**src/rtl/video_src_fader.sv**
```systemverilog
// Selects the noise or core RGB source for the VGA DAC, switching only at frame
// boundaries via fade-out / black hold / fade-in; colour outputs lag inputs by one pclk.
module video_src_fader #(
   parameter int FADE_SHIFT   = 3,
   parameter int BLACK_FRAMES = 4
) (
   input  logic       pclk,
   input  logic       reset_n,
   input  logic       vs_in,
   input  logic [5:0] r0,
   input  logic [5:0] g0,
   input  logic [5:0] b0,
   input  logic [5:0] r1,
   input  logic [5:0] g1,
   input  logic [5:0] b1,
   input  logic       sel_req,
   output logic       sel_ack,
   output logic       busy,
   output logic       white_noise,
   output logic [5:0] r,
   output logic [5:0] g,
   output logic [5:0] b
);

   localparam int LW = FADE_SHIFT + 1;
   localparam int PW = 6 + LW;
   localparam logic [LW-1:0] FULL = LW'(1 << FADE_SHIFT);
   localparam logic [LW-1:0] ONE  = LW'(1);

   typedef enum logic [1:0] {SHOW, FADE_OUT, BLACK, FADE_IN} state_t;

   state_t          r_state;
   logic            r_cur_sel;
   logic [LW-1:0]   r_level;
   logic [3:0]      r_blk_cnt;
   logic            r_vs_d;
   logic [5:0]      r_red, r_grn, r_blu;
   logic            r_white_noise;

   state_t          w_state_nxt;
   logic            w_sel_nxt;
   logic [LW-1:0]   w_level_nxt;
   logic [3:0]      w_blk_nxt;
   logic            w_tick;
   logic [5:0]      w_src_r, w_src_g, w_src_b;

   function automatic logic [5:0] scale(input logic [5:0] c, input logic [LW-1:0] lv);
      logic [PW-1:0] p;
      p = PW'(c) * PW'(lv);
      return p[FADE_SHIFT +: 6];
   endfunction

   assign w_tick = vs_in & ~r_vs_d;

   always_comb begin
      w_state_nxt = r_state;
      w_sel_nxt   = r_cur_sel;
      w_level_nxt = r_level;
      w_blk_nxt   = r_blk_cnt;
      case (r_state)
         SHOW: begin
            w_level_nxt = FULL;
            if (sel_req != r_cur_sel)
               w_state_nxt = FADE_OUT;
         end
         FADE_OUT: begin
            if (w_tick) begin
               if (r_level <= ONE) begin
                  w_level_nxt = '0;
                  w_blk_nxt   = 4'(BLACK_FRAMES);
                  w_state_nxt = BLACK;
               end else begin
                  w_level_nxt = r_level - ONE;
               end
            end
         end
         BLACK: begin
            w_level_nxt = '0;
            if (w_tick) begin
               if (r_blk_cnt <= 4'd1) begin
                  w_blk_nxt   = '0;
                  w_sel_nxt   = sel_req;
                  w_state_nxt = FADE_IN;
               end else begin
                  w_blk_nxt = r_blk_cnt - 4'd1;
               end
            end
         end
         FADE_IN: begin
            // A new request reverses the fade from wherever the level currently is.
            if (sel_req != r_cur_sel) begin
               w_state_nxt = FADE_OUT;
            end else if (w_tick) begin
               if (r_level >= FULL - ONE) begin
                  w_level_nxt = FULL;
                  w_state_nxt = SHOW;
               end else begin
                  w_level_nxt = r_level + ONE;
               end
            end
         end
         default: w_state_nxt = SHOW;
      endcase
   end

   always_ff @(posedge pclk or negedge reset_n) begin
      if (!reset_n) begin
         r_state   <= SHOW;
         r_cur_sel <= 1'b0;
         r_level   <= FULL;
         r_blk_cnt <= '0;
         r_vs_d    <= 1'b0;
      end else begin
         r_state   <= w_state_nxt;
         r_cur_sel <= w_sel_nxt;
         r_level   <= w_level_nxt;
         r_blk_cnt <= w_blk_nxt;
         r_vs_d    <= vs_in;
      end
   end

   assign w_src_r = r_cur_sel ? r1 : r0;
   assign w_src_g = r_cur_sel ? g1 : g0;
   assign w_src_b = r_cur_sel ? b1 : b0;

   always_ff @(posedge pclk or negedge reset_n) begin
      if (!reset_n) begin
         r_red         <= '0;
         r_grn         <= '0;
         r_blu         <= '0;
         r_white_noise <= 1'b1;
      end else begin
         r_red         <= scale(w_src_r, r_level);
         r_grn         <= scale(w_src_g, r_level);
         r_blu         <= scale(w_src_b, r_level);
         // Computed from next-state values so the enable tracks the state without lag.
         r_white_noise <= ~w_sel_nxt & (w_state_nxt != BLACK);
      end
   end

   assign r           = r_red;
   assign g           = r_grn;
   assign b           = r_blu;
   assign sel_ack     = r_cur_sel;
   assign busy        = (r_state != SHOW);
   assign white_noise = r_white_noise;

endmodule
```
**config.mk**
```make
export PLATFORM = sky130hd
export DESIGN_NAME = video_src_fader
export DESIGN_NICKNAME = d
export VERILOG_FILES = /design/src/rtl/video_src_fader.sv
export SDC_FILE = /design/constraint.sdc
export NUM_CORES = 1
export LEC_CHECK = 0
export BUFFER_PORTS_ARGS = -buffer_cell sky130_fd_sc_hd__clkbuf_2
export CAP_MARGIN = 15
export CORE_UTILIZATION = 52
export DETAILED_ROUTE_END_ITERATION = 8
export PLACE_DENSITY = 0.78
export SYNTH_ARGS = -nofsm -noshare
export SYNTH_HDL_FRONTEND = slang
export SYNTH_SLANG_ARGS = --single-unit
```
**constraint.sdc**
```tcl
create_clock -name pclk -period 3.95 [get_ports pclk]
set_input_delay 0.395 -clock pclk [delete_from_list [all_inputs] [get_ports pclk]]
set_output_delay 0.395 -clock pclk [all_outputs]
set_load 0.02 [all_outputs]
```
==> summary.txt <==
Power
  • Sw frac: 49.2%
  • Internal power: 1.44 mW
  • Peak VDD IR: 0.395 mV
  • Pleak: 1.93 nW
  • Logic pwr share: 69.1%
  • PwrDens: 736 mW/mm²
  • Seq pwr share: 21.8%
  • Clock share of power: 9.1%
  • Sw power: 1.39 mW

Placement
  • Placed instance count: 499
  • Buffers on Ports: 60
  • Post-placement setup slack: 0.301 ns
  • Placed cell areas: 0.00377 mm²
  • HPWL Detailed: 5.51 mm
  • Final Wtd Congestion: 0.832

Global routing
  • GR Overflow Total: 0
  • Vias in the first global route: 2742
  • GR Layer Usage met2: 39.9%
  • GR Util met1: 31.8%
  • M3 GR Usage: 3.63%
  • Total track usage: 24.0%
  • Top Usage Layer GRT: met2
  • Largest net degree at the start of global routing: 32
  • Initial antenna violation count: 0
  • First-pass GRT wire length: 12.3 mm

Logic synthesis
  • Post-synth EDFFs: 0
  • Yosys warning count: 0
  • Largest family of logic cells by synthesized area: adder cells
  • Synth cell types: 56
  • Synth Register Bits: 31
  • Asr flop ratio synth: 100%
  • Synth Area in XOR/XNOR: 4.17%
  • Syn nets: 467
  • Compound-Gate Fraction of Synth Area: 11.9%
  • Post-Synth Adder-Cell Area: 27.3%
  • Synthesized area per cell: 9.13 µm²
  • Mux contribution to synthesized area: 5.36%
  • Register area share after synthesis: 23.2%
  • Synth Area in Simple Gates: 21.0%
  • Cells after synthesis: 368
  • Netlist Area Pre-Place: 0.00336 mm²
  • Post-synth top flop: dfrtp_1

Cells and area
  • Layout Cells excl Fill: 507
  • Area delta synth->final: 14.7%
  • Fin area: 0.00385 mm²
  • # fillers: 530
  • Share of cells above drive strength 1: 20.6%
  • Final #Nets: 530
  • Diode count: 0
  • Commonest non-fill, non-tap cell in the layout: clkbuf_2
  • Most frequent cells in the layout: clkbuf_2, inv_1, ha_1

Worst setup path
  • FF-to-FF setup slack: 0.26 ns
  • Arr. time, crit path: 3.91 ns
  • Worst EP required: 4.17 ns
  • Crit start category: flip-flop
  • Crit-path max FO: 9
  • Crit. End Element: flip-flop
  • Setup CP Type: flip-flop to flip-flop

Clock tree
  • Root Buffer: clkbuf_8
  • CTS tree: yes
  • Clock Path Buffers: 2
  • H-Tree Depth: 2
  • Clk_lat worst skew: 0.30 ns
  • Number of hold buffers added after CTS: 0
  • Post-CTS sizing: 0
  • CTS Buf Count: 5
  • Worst-path clk slew: 0.08 ns
  • Setup repair bufs after CTS: 0
  • Clk sinks: 31

STA
  • Fin worst setup slack: 0.260 ns
  • Max-slew headroom: 46.3%
  • Worst-margin pin slew: 0.806 ns
  • Setup Total Neg Slack: 0 ns
  • Unrepaired setup endpoints after global routing: false
  • Hold Violations, Final: 0
  • Minimum clock period after layout: 3.69 ns
  • Final slew viol count: 0
  • Clk_skew: 0.0132 ns
  • Final period util: 93.4%
  • F_max: 0.271 GHz
  • Setup-failing EPs final: 0

Floorplanning
  • CORE AREA: 0.00606 mm²
  • DIE WIDTH: 82.4 µm
  • Cell Rows: 28
  • Height of the die: 82.4 µm
  • Initial Util: 55.5%
  • Io pins: 61
  • Die area: 0.00679 mm²

Routing
  • Drc violations: 0
  • Post-route antenna net violation count: 0
  • Vias/cell: 5.47
  • DR WL/cell: 14.0 µm
  • Routed WL: 7.10 mm
  • Starting DRT DRC Count: 101
  • Via count: 2771
  • DRT Pass-1 Iters: 6

Min path
  • Worst hold-check path type: input pin to async pin

Flow run
  • Max-Cap Viols: 0

Status
  • Status: completed
-- worst paths after layout --
check / from / endpoint / cells after the start
min reg2reg: r_blk_cnt[3] / r_blk_cnt[3] / 1
max in group asynchronous: reset_n / r[5] / 1
min in group pclk: vs_in / r_vs_d / 1
min: reset_n / g[3] / 1
max: sel_ack / r[4] / 12
max reg2reg: sel_ack / r[4] / 12
-- kinds of logic after synthesis --
| group | after synthesis |
|---|---|
| buffers and inverters | 60 |
| adders and majority gates | 59 |
| AOI/OAI and AO/OA | 59 |
| and+or+nand+nor | 126 |
| xor gates and xnor gates | 16 |
| DFF | 31 |
| muxes | 17 |
-- layout make-up --
cell class | instances | area (µm²) | share of cell area (%)
Timing Repair Buffer | 66 | 358 | 9.28
Clock inverter | 3 | 20.0 | 0.519
Clock buffer | 5 | 68.8 | 1.79
Tap cell | 75 | 93.8 | 2.43
Inverter | 50 | 188 | 4.87
Multi-Input combinational cell | 277 | 2350 | 60.9
Sequential cell | 31 | 778 | 20.2
-- power by group through the flow --
| stage | combinational, mW | sequential, mW | clock [mW] |
|---|---|---|---|
| 3_5_place_dp | 1.95 | 0.622 | 0 |
| 2_1_floorplan | 1.42 | 0.681 | 0 |
| 6_report | 1.96 | 0.618 | 0.259 |
| 4_1_cts | 1.97 | 0.615 | 0.265 |
| 5_1_grt | 2.25 | 0.638 | 0.274 |
| 3_3_place_gp | 1.89 | 0.613 | 0 |
-- registers in the layout (all words and copies together) (netlist names) --
signal,cells
sel_ack,1
r_level,4
r_blk_cnt,4
r_vs_d,1
r,6
white_noise,1
r_state,2
g,6
b,6
-- cell usage after synthesis, types with 5 or more instances --
cell type	instances	area share, %
o21ai_1	6	0.89
nand2_1	17	1.9
nand2b_1	14	2.6
ha_1	35	13
o21ai_0	11	1.6
a21oi_1	15	2.2
inv_1	49	5.5
dfrtp_1	29	22
clkbuf_1	5	0.56
nor2b_1	24	4.5
and2_1	12	2.2
nor2_1	25	2.8
nor3_1	7	1.0
xnor2_1	12	3.1
mux2_2	5	1.7
mux2i_1	9	2.7
fa_1	24	14
-- layer usage --
layer	wire length (µm)	up-vias	part of all wire (%)
met5	0	-	0
li1	-	1360	-
met4	116	0	1.6
met1	3350	1333	47
met3	291	8	4.1
met2	3340	70	47
-- critical path, stage by stage (launching register included) --
cell and delay (ns):
dfrtp_1 0.43, buf_4 0.22, mux2i_1 0.29, nor2b_1 0.10, fa_1 0.53, inv_1 0.05
fa_1 0.52, inv_1 0.04, ha_1 0.36, and4_4 0.21, a221oi_4 0.29, or4b_1 0.47
nand4_1 0.09
-- through the flow --
step	power, mW	utilization [%]	hold slack [ns]
finish	2.84	63.6	0.174
global placement	2.50	62.1	0.521
CTS	2.85	63.6	0.213
global route	3.16	63.6	0.215
detailed placement	2.57	62.1	0.525
floorplan	2.10	-	0.0994
Note: power is estimated with default switching activity, not from simulation.
